===== src/rtl/datapath_pkg.sv =====
// Shared types for the datapath command sequencer: ALU op codes,
// sequencer FSM states and the queued command record.
package datapath_pkg;

   localparam int unsigned REG_ADDR_W = 2;

   typedef enum logic [2:0] {
      ALU_ADD = 3'b000,
      ALU_SUB = 3'b001,
      ALU_AND = 3'b010,
      ALU_OR  = 3'b011,
      ALU_XOR = 3'b100,
      ALU_NOR = 3'b101,
      ALU_SLT = 3'b110,
      ALU_SLL = 3'b111
   } alu_op_e;

   typedef enum logic [1:0] {
      ST_IDLE   = 2'd0,
      ST_EXEC   = 2'd1,
      ST_COMMIT = 2'd2,
      ST_HALT   = 2'd3
   } state_e;

   typedef struct packed {
      alu_op_e               op;
      logic [REG_ADDR_W-1:0] a1;
      logic [REG_ADDR_W-1:0] a2;
      logic [REG_ADDR_W-1:0] a3;
      logic                  wr;
      logic                  trap;
   } cmd_t;

   // Assemble a command record from the raw command bus fields.
   function automatic cmd_t make_cmd(
      input logic [2:0]            op,
      input logic [REG_ADDR_W-1:0] a1,
      input logic [REG_ADDR_W-1:0] a2,
      input logic [REG_ADDR_W-1:0] a3,
      input logic                  wr,
      input logic                  trap
   );
      cmd_t c;
      c.op   = alu_op_e'(op);
      c.a1   = a1;
      c.a2   = a2;
      c.a3   = a3;
      c.wr   = wr;
      c.trap = trap;
      return c;
   endfunction

endpackage


===== src/rtl/datapath_seq_if.sv =====
// Command input and datapath control/status bus of the sequencer.
// master = command source plus datapath; slave = the sequencer.
interface datapath_seq_if;

   logic       cmd_valid;
   logic       cmd_ready;
   logic [2:0] cmd_op;
   logic [1:0] cmd_a1;
   logic [1:0] cmd_a2;
   logic [1:0] cmd_a3;
   logic       cmd_wr;
   logic       cmd_trap;

   logic       dp_wr;
   logic [2:0] dp_alu_ctl;
   logic [1:0] dp_addr1;
   logic [1:0] dp_addr2;
   logic [1:0] dp_addr3;
   logic       dp_zero;
   logic       dp_ovf;

   modport master (
      output cmd_valid, cmd_op, cmd_a1, cmd_a2, cmd_a3, cmd_wr, cmd_trap,
      output dp_zero, dp_ovf,
      input  cmd_ready, dp_wr, dp_alu_ctl, dp_addr1, dp_addr2, dp_addr3
   );

   modport slave (
      input  cmd_valid, cmd_op, cmd_a1, cmd_a2, cmd_a3, cmd_wr, cmd_trap,
      input  dp_zero, dp_ovf,
      output cmd_ready, dp_wr, dp_alu_ctl, dp_addr1, dp_addr2, dp_addr3
   );

endinterface


===== src/rtl/datapath_seq_cmd_fifo.sv =====
// Synchronous show-ahead command queue. Push is ignored when full and
// pop is ignored when empty; status comes from registered occupancy.
module cmd_fifo
   import datapath_pkg::*;
#(
   parameter int unsigned DEPTH = 4
) (
   input  logic                   clk,
   input  logic                   rst,
   input  logic                   push,
   input  logic                   pop,
   input  cmd_t                   din,
   output cmd_t                   dout,
   output logic                   full,
   output logic                   empty,
   output logic [$clog2(DEPTH):0] count
);

   localparam int unsigned    PTR_W    = $clog2(DEPTH);
   localparam logic [PTR_W:0] FULL_CNT = (PTR_W + 1)'(DEPTH);

   cmd_t             mem_q [DEPTH];
   cmd_t             mem_d [DEPTH];
   logic [PTR_W-1:0] wr_ptr_q, wr_ptr_d;
   logic [PTR_W-1:0] rd_ptr_q, rd_ptr_d;
   logic [PTR_W:0]   count_q, count_d;
   logic             wr_en;
   logic             rd_en;

   assign full  = (count_q == FULL_CNT);
   assign empty = (count_q == '0);
   assign count = count_q;
   assign dout  = mem_q[rd_ptr_q];

   // Next-state for storage, pointers and occupancy.
   always_comb begin
      mem_d    = mem_q;
      wr_ptr_d = wr_ptr_q;
      rd_ptr_d = rd_ptr_q;
      count_d  = count_q;
      wr_en    = push & ~full;
      rd_en    = pop & ~empty;
      if (wr_en) begin
         mem_d[wr_ptr_q] = din;
         wr_ptr_d        = wr_ptr_q + PTR_W'(1);
      end
      if (rd_en) begin
         rd_ptr_d = rd_ptr_q + PTR_W'(1);
      end
      case ({wr_en, rd_en})
         2'b10:   count_d = count_q + (PTR_W + 1)'(1);
         2'b01:   count_d = count_q - (PTR_W + 1)'(1);
         default: count_d = count_q;
      endcase
   end

   // Queue registers; reset flushes the queue.
   always_ff @(posedge clk) begin
      if (rst) begin
         for (int unsigned i = 0; i < DEPTH; i++) begin
            mem_q[i] <= '0;
         end
         wr_ptr_q <= '0;
         rd_ptr_q <= '0;
         count_q  <= '0;
      end else begin
         mem_q    <= mem_d;
         wr_ptr_q <= wr_ptr_d;
         rd_ptr_q <= rd_ptr_d;
         count_q  <= count_d;
      end
   end

endmodule


===== src/rtl/datapath_seq.sv =====
// Datapath command sequencer: queues ALU commands and drives them into
// the datapath as an EXEC cycle followed by a COMMIT (write) cycle,
// capturing Zero/Overflow and halting on trapped overflows.
module datapath_seq
   import datapath_pkg::*;
#(
   parameter int unsigned FIFO_DEPTH = 4,
   parameter int unsigned CNT_W      = 16
) (
   input  logic             clk,
   input  logic             rst,
   datapath_seq_if.slave    bus,
   input  logic             clr_halt,
   output logic             busy,
   output logic             done,
   output logic             halted,
   output logic             zero_flag,
   output logic             ovf_flag,
   output logic             ovf_sticky,
   output logic [CNT_W-1:0] issued_cnt
);

   localparam int unsigned FCNT_W = $clog2(FIFO_DEPTH) + 1;

   cmd_t              fifo_din;
   cmd_t              fifo_head;
   logic              fifo_full;
   logic              fifo_empty;
   logic              fifo_pop;
   logic [FCNT_W-1:0] fifo_count;

   state_e            state_q, state_d;
   cmd_t              cmd_q, cmd_d;
   logic              dp_wr_q, dp_wr_d;
   logic              done_q, done_d;
   logic              halted_q, halted_d;
   logic              zero_flag_q, zero_flag_d;
   logic              ovf_flag_q, ovf_flag_d;
   logic              ovf_sticky_q, ovf_sticky_d;
   logic [CNT_W-1:0]  issued_cnt_q, issued_cnt_d;

   assign fifo_din = make_cmd(bus.cmd_op, bus.cmd_a1, bus.cmd_a2, bus.cmd_a3,
                              bus.cmd_wr, bus.cmd_trap);

   cmd_fifo #(
      .DEPTH (FIFO_DEPTH)
   ) u_cmd_fifo (
      .clk   (clk),
      .rst   (rst),
      .push  (bus.cmd_valid),
      .pop   (fifo_pop),
      .din   (fifo_din),
      .dout  (fifo_head),
      .full  (fifo_full),
      .empty (fifo_empty),
      .count (fifo_count)
   );

   assign bus.cmd_ready  = ~fifo_full;
   assign bus.dp_wr      = dp_wr_q;
   assign bus.dp_alu_ctl = cmd_q.op;
   assign bus.dp_addr1   = cmd_q.a1;
   assign bus.dp_addr2   = cmd_q.a2;
   assign bus.dp_addr3   = cmd_q.a3;

   assign busy       = (state_q != ST_IDLE) || (fifo_count != '0);
   assign done       = done_q;
   assign halted     = halted_q;
   assign zero_flag  = zero_flag_q;
   assign ovf_flag   = ovf_flag_q;
   assign ovf_sticky = ovf_sticky_q;
   assign issued_cnt = issued_cnt_q;

   // Sequencer next-state; outputs are decoded from the next state so they
   // leave the flops aligned with the state they belong to.
   always_comb begin
      state_d      = state_q;
      cmd_d        = cmd_q;
      fifo_pop     = 1'b0;
      zero_flag_d  = zero_flag_q;
      ovf_flag_d   = ovf_flag_q;
      ovf_sticky_d = ovf_sticky_q;
      issued_cnt_d = issued_cnt_q;
      case (state_q)
         ST_IDLE: begin
            if (!fifo_empty) begin
               fifo_pop = 1'b1;
               cmd_d    = fifo_head;
               state_d  = ST_EXEC;
            end
         end
         ST_EXEC: begin
            zero_flag_d = bus.dp_zero;
            ovf_flag_d  = bus.dp_ovf;
            if (bus.dp_ovf) begin
               ovf_sticky_d = 1'b1;
            end
            if (cmd_q.trap && bus.dp_ovf) begin
               state_d = ST_HALT;
            end else begin
               state_d = ST_COMMIT;
            end
         end
         ST_COMMIT: begin
            issued_cnt_d = issued_cnt_q + CNT_W'(1);
            if (!fifo_empty) begin
               fifo_pop = 1'b1;
               cmd_d    = fifo_head;
               state_d  = ST_EXEC;
            end else begin
               state_d  = ST_IDLE;
            end
         end
         ST_HALT: begin
            if (clr_halt) begin
               state_d = ST_IDLE;
            end
         end
         default: state_d = ST_IDLE;
      endcase
      dp_wr_d  = (state_d == ST_COMMIT) && cmd_q.wr;
      done_d   = (state_d == ST_COMMIT);
      halted_d = (state_d == ST_HALT);
   end

   // Sequencer registers; reset overrides push, pop and clr_halt.
   always_ff @(posedge clk) begin
      if (rst) begin
         state_q      <= ST_IDLE;
         cmd_q        <= '0;
         dp_wr_q      <= 1'b0;
         done_q       <= 1'b0;
         halted_q     <= 1'b0;
         zero_flag_q  <= 1'b0;
         ovf_flag_q   <= 1'b0;
         ovf_sticky_q <= 1'b0;
         issued_cnt_q <= '0;
      end else begin
         state_q      <= state_d;
         cmd_q        <= cmd_d;
         dp_wr_q      <= dp_wr_d;
         done_q       <= done_d;
         halted_q     <= halted_d;
         zero_flag_q  <= zero_flag_d;
         ovf_flag_q   <= ovf_flag_d;
         ovf_sticky_q <= ovf_sticky_d;
         issued_cnt_q <= issued_cnt_d;
      end
   end

endmodule


===== src/flat_wrapper.sv =====
// flat-port wrapper written by rule: the top's interface ports become plain ports
module datapath_seq_flat import datapath_pkg::*;
#(
   parameter int unsigned FIFO_DEPTH = 4,
   parameter int unsigned CNT_W      = 16
)
  (clk, rst, clr_halt, busy, done, halted, zero_flag, ovf_flag, ovf_sticky, issued_cnt, bus_cmd_valid, bus_cmd_op, bus_cmd_a1, bus_cmd_a2, bus_cmd_a3, bus_cmd_wr, bus_cmd_trap, bus_dp_zero, bus_dp_ovf, bus_cmd_ready, bus_dp_wr, bus_dp_alu_ctl, bus_dp_addr1, bus_dp_addr2, bus_dp_addr3);
  datapath_seq_if bus_i ();
  input  logic clk;
  input  logic rst;
  input  logic clr_halt;
  output logic busy;
  output logic done;
  output logic halted;
  output logic zero_flag;
  output logic ovf_flag;
  output logic ovf_sticky;
  output logic [CNT_W-1:0] issued_cnt;
  input wire logic [$bits(bus_i.cmd_valid)-1:0] bus_cmd_valid;
  input wire logic [$bits(bus_i.cmd_op)-1:0] bus_cmd_op;
  input wire logic [$bits(bus_i.cmd_a1)-1:0] bus_cmd_a1;
  input wire logic [$bits(bus_i.cmd_a2)-1:0] bus_cmd_a2;
  input wire logic [$bits(bus_i.cmd_a3)-1:0] bus_cmd_a3;
  input wire logic [$bits(bus_i.cmd_wr)-1:0] bus_cmd_wr;
  input wire logic [$bits(bus_i.cmd_trap)-1:0] bus_cmd_trap;
  input wire logic [$bits(bus_i.dp_zero)-1:0] bus_dp_zero;
  input wire logic [$bits(bus_i.dp_ovf)-1:0] bus_dp_ovf;
  output wire logic [$bits(bus_i.cmd_ready)-1:0] bus_cmd_ready;
  output wire logic [$bits(bus_i.dp_wr)-1:0] bus_dp_wr;
  output wire logic [$bits(bus_i.dp_alu_ctl)-1:0] bus_dp_alu_ctl;
  output wire logic [$bits(bus_i.dp_addr1)-1:0] bus_dp_addr1;
  output wire logic [$bits(bus_i.dp_addr2)-1:0] bus_dp_addr2;
  output wire logic [$bits(bus_i.dp_addr3)-1:0] bus_dp_addr3;
  assign bus_i.cmd_valid = bus_cmd_valid;
  assign bus_i.cmd_op = bus_cmd_op;
  assign bus_i.cmd_a1 = bus_cmd_a1;
  assign bus_i.cmd_a2 = bus_cmd_a2;
  assign bus_i.cmd_a3 = bus_cmd_a3;
  assign bus_i.cmd_wr = bus_cmd_wr;
  assign bus_i.cmd_trap = bus_cmd_trap;
  assign bus_i.dp_zero = bus_dp_zero;
  assign bus_i.dp_ovf = bus_dp_ovf;
  assign bus_cmd_ready = bus_i.cmd_ready;
  assign bus_dp_wr = bus_i.dp_wr;
  assign bus_dp_alu_ctl = bus_i.dp_alu_ctl;
  assign bus_dp_addr1 = bus_i.dp_addr1;
  assign bus_dp_addr2 = bus_i.dp_addr2;
  assign bus_dp_addr3 = bus_i.dp_addr3;
  datapath_seq #(.FIFO_DEPTH(FIFO_DEPTH), .CNT_W(CNT_W)) u_core (.clk(clk), .rst(rst), .bus(bus_i), .clr_halt(clr_halt), .busy(busy), .done(done), .halted(halted), .zero_flag(zero_flag), .ovf_flag(ovf_flag), .ovf_sticky(ovf_sticky), .issued_cnt(issued_cnt));
endmodule

===== config.mk =====
export PLATFORM = sky130hd
export DESIGN_NAME = datapath_seq_flat
export DESIGN_NICKNAME = d
export VERILOG_FILES = /design/src/rtl/datapath_pkg.sv /design/src/rtl/datapath_seq_if.sv /design/src/rtl/datapath_seq_cmd_fifo.sv /design/src/rtl/datapath_seq.sv /design/src/flat_wrapper.sv
export SDC_FILE = /design/constraint.sdc
export NUM_CORES = 1
export LEC_CHECK = 0
export CAP_MARGIN = 0
export CELL_PAD_IN_SITES_DETAIL_PLACEMENT = 1
export CELL_PAD_IN_SITES_GLOBAL_PLACEMENT = 2
export CORE_MARGIN = 2
export CORE_UTILIZATION = 36
export CTS_BUF_LIST = sky130_fd_sc_hd__clkbuf_8
export DETAILED_ROUTE_END_ITERATION = 7
export GPL_ROUTABILITY_DRIVEN = 0
export GPL_TIMING_DRIVEN = 0
export PLACE_DENSITY = 0.86
export SYNTH_ARGS = -nofsm -noshare
export SYNTH_HDL_FRONTEND = slang
export SYNTH_SLANG_ARGS = --single-unit

===== constraint.sdc =====
create_clock -name clk -period 3.2 [get_ports clk]
set_input_delay 0.8 -clock clk [delete_from_list [all_inputs] [get_ports clk]]
set_output_delay 0.8 -clock clk [all_outputs]
set_load 0.02 [all_outputs]

==> metrics.md <==
| Metric | Value |
|---|---|
| First-pass GRT wire length | 14,600 um |
| Synth area leaders | dfxtp_1, mux2i_1, nor2_1 |
| R2r endpoint | u_core.u_cmd_fifo.count[2]$_SDFFE_PP0P_ |
| H-tree Lvls | 3 |
| Post-synth top area cell | dfxtp_1 |
| Nets@finish | 448 |
| Hold path endpoint | u_core.cmd_q[1]$_SDFFE_PP0P_ |
| Num ports | 50 |
| P_sw | 919 uW |
| Post-DP HPWL | 6420 um |
| Number of global-route vias before repair | 2,840 |
| Setup Skew | 9.89 ps |
| Hold_sp | u_core.cmd_q[1]$_SDFFE_PP0P_ |
| Area delta synth->final | 23.9% |
| Setup Fix Bufs, Post-CTS | 0 |
| Crit path kind | flop to primary output |
| Internal reg-to-reg setup slack | 650 ps |
| Worst R2R Start | u_core.u_cmd_fifo.count[0]$_SDFFE_PP0P_ |
| Cells on worst reg2reg path | 10 |
| Synth cell types | 39 |
| Int Pwr | 1.99 mW |
| DRC errors left | 0 |
| Final worst setup slack | 571 ps |
| Final hold slack | 466 ps |
| Routed Antenna Nets | 0 |
| Worst-skew pair later-pin latency | 360 ps |
| Synth Register Bits | 86 |
| Routed length per instance | 15.4 um |
| Critical Path Sink Type | primary output |
| Cells after synthesis | 364 |
| Core Util, Final | 46.2% |
| Syn Area/Cell | 10.1 um^2 |
| Worst-margin pin slew | 692 ps |
| Final setup viols | 0 |
| RSZ-0062 raised after global routing | false |
| Clock Path Buffers | 2 |
| CP Max Fanout | 7 |
| Clock sink total | 86 |
| Tmin final | 2630 ps |
| Post-Syn Area | 0.00366 mm^2 |
| Startpoint Class | flop |
| Clock Power Share | 28.1% |
| Pins over their slew limit | 0 |
| Sequential share of power | 43.7% |
| PD cells | 641 mW/mm^2 |
| Root buf cell | clkbuf_8 |
| ANT cells | 0 |
| Status | finished clean |
| Die Ht | 105 um |
| Final setup TNS | 0 ps |
| Area share of the largest cell type after synthesis | 47.0% |
| Achievable Freq | 380 MHz |
| Ys Warns | 0 |
| IO Port Bufs | 49 |
| DR vias/cell | 4.88 |
| Die outline area | 0.0110 mm^2 |
| Reg clk slew, reported paths | 90 ps |
| Worst slack, placed | 311 ps |
| Via count | 2,743 |
| Layout cells sized above 1 | 12.4% |
| Initial antenna violation count | 0 |
| Post-CTS sizing | 0 |
| Drt first pass iters | 4 |
| Pin count of the biggest net entering global routing | 15 |
| Hold Path Cell Cnt | 2 |
| Gate power share | 28.1% |
| Clock tree from TritonCTS | done |
| Crit path required time | 2400 ps |
| Starting Density | 37.3% |
| Seq/Total Area, Yosys | 47.0% |
| Pleak | 1.91 nW |
| 1st-iter DRT viols | 87 |
| Rows | 36 |
| Core Area | 0.00982 mm^2 |
| Period utilization | 82.1% |
| Sw frac | 31.6% |
| Max_cap viols | 0 |
| CTS buffer count | 9 |
| VDD IR max | 0.000272 V |
| Hold_buf cts | 0 |
| GRT Total Usage | 16.7% |
| WL final | 8650 um |
| Die width | 105 um |
| Final Hold Fails | 0 |
| Critical path arrival | 1830 ps |
| GRT overflow | 0 |
| Syn_nets | 388 |
| Rel. slew slack | 53.9% |
| Hold WC Path Type | flop to flop |
worst max-delay path, stage by stage, from the launching register on:
cell	delay, ps
dfxtp_1	370
or3b_1	360
buf_2	190
clkdlybuf4s50_1	550
metal layers:
layer / vias to the layer above / share of wire [%] / global-route usage [%]
met1: 1330 / 45 / 21.2
met2: 56 / 49 / 28.3
li1: 1350 / - / -
met4: 0 / 0.90 / 4.00
met3: 7 / 5.0 / 4.55
met5: - / 0 / 0
layout make-up:
type | count | area, um^2
Clock buffer | 12 | 165
Fill cell | 1136 | 5280
Tap cell | 133 | 166
Inverter | 8 | 30.0
Multi-Input combinational cell | 242 | 1740
Timing Repair Buffer | 49 | 490
Buffer | 28 | 165
Clock inverter | 4 | 53.8
Sequential cell | 86 | 1720
metrics by stage:
step / instance area, um^2 / total power [mW] / cells
finish: 4540 / 2.91 / 562
global route: 4540 / 3.09 / 562
CTS: 4540 / 2.95 / 562
detailed placement: 4320 / 2.13 / 546
global placement: 4320 / 2.10 / 546
floorplan: 3660 / 1.85 / 364
cells in the final DEF (no fill, tap or decap), types with 4 or more instances in the layout:
cell	netlist	final
nand3_2	4	4
clkbuf_8	0	12
nor2_1	66	66
a21oi_1	19	19
mux2i_1	47	47
clkdlybuf4s50_1	0	49
nand4_1	5	5
nand3_1	6	6
o21ai_0	4	4
clkbuf_1	9	9
xnor2_1	4	4
ha_1	6	6
nand2_1	32	32
mux4_2	11	11
xor2_1	11	11
dfxtp_1	86	86
inv_1	8	8
buf_4	13	13
worst max-delay path by stage:
stage | start | end | slack [ps]
2_1_floorplan | u_core.u_cmd_fifo.count[0]$_SDFFE_PP0P_ | u_core.u_cmd_fifo.count[2]$_SDFFE_PP0P_ | 950
3_3_place_gp | bus_cmd_valid | u_core.u_cmd_fifo.count[2]$_SDFFE_PP0P_ | 360
3_5_place_dp | bus_cmd_valid | u_core.u_cmd_fifo.count[2]$_SDFFE_PP0P_ | 310
4_1_cts | u_core.u_cmd_fifo.count[0]$_SDFFE_PP0P_ | bus_cmd_ready | 550
5_1_grt | u_core.u_cmd_fifo.count[1]$_SDFFE_PP0P_ | u_core.u_cmd_fifo.count[2]$_SDFFE_PP0P_ | 440
6_report | u_core.u_cmd_fifo.count[2]$_SDFFE_PP0P_ | bus_cmd_ready | 570
cell families after synthesis:
logic type / after synthesis / share of synthesized area [%]
flops: 86 / 47.0
simple gates: 134 / 17.5
compound gates: 26 / 3.73
buf+inv: 36 / 5.33
mux: 60 / 20.2
xor+xnor: 15 / 3.59
fa+ha+maj: 7 / 2.60
registers in the layout, summed over array words and instances, names as in the netlist, 2 cells and up:
name,count
u_core.u_cmd_fifo.rd_ptr_q,2
u_core.u_cmd_fifo.wr_ptr_q,2
u_core.u_cmd_fifo.count,3
u_core.state_q,2
u_core.bus.dp_addr1,2
u_core.issued_cnt,16
u_core.bus.dp_alu_ctl,3
u_core.cmd_q,2
u_core.u_cmd_fifo.mem_q,44
u_core.bus.dp_addr2,2
u_core.bus.dp_addr3,2
power by group through the flow:
stage,Sequential [mW],Combinational [mW],Clock [mW]
6_report,1.27,0.819,0.818
5_1_grt,1.29,0.910,0.893
4_1_cts,1.27,0.831,0.842
3_5_place_dp,1.30,0.828,0
3_3_place_gp,1.29,0.812,0
2_1_floorplan,1.29,0.563,0
synthesized netlist by cell type (all sizes together):
master and number:
nor2 66, or4b 1, fa 1, nor4 1, nor2b 2, nor3b 2
nand2 32, a31oi 1, and4b 2, or3 2, o31ai 2, mux2i 47
a21oi 19, ha 6, xnor2 4, or2b 1, inv 8, or4 2
nand3 11, mux2 2, nor4bb 1, mux4 11, nor3 1, and2b 1
and2 1, clkbuf 9, xor2 11, or3b 1, dfxtp 86, nand4 5
o21ai 4, buf 19, or2 1, and4 1
(Power assumes the default switching activity.)
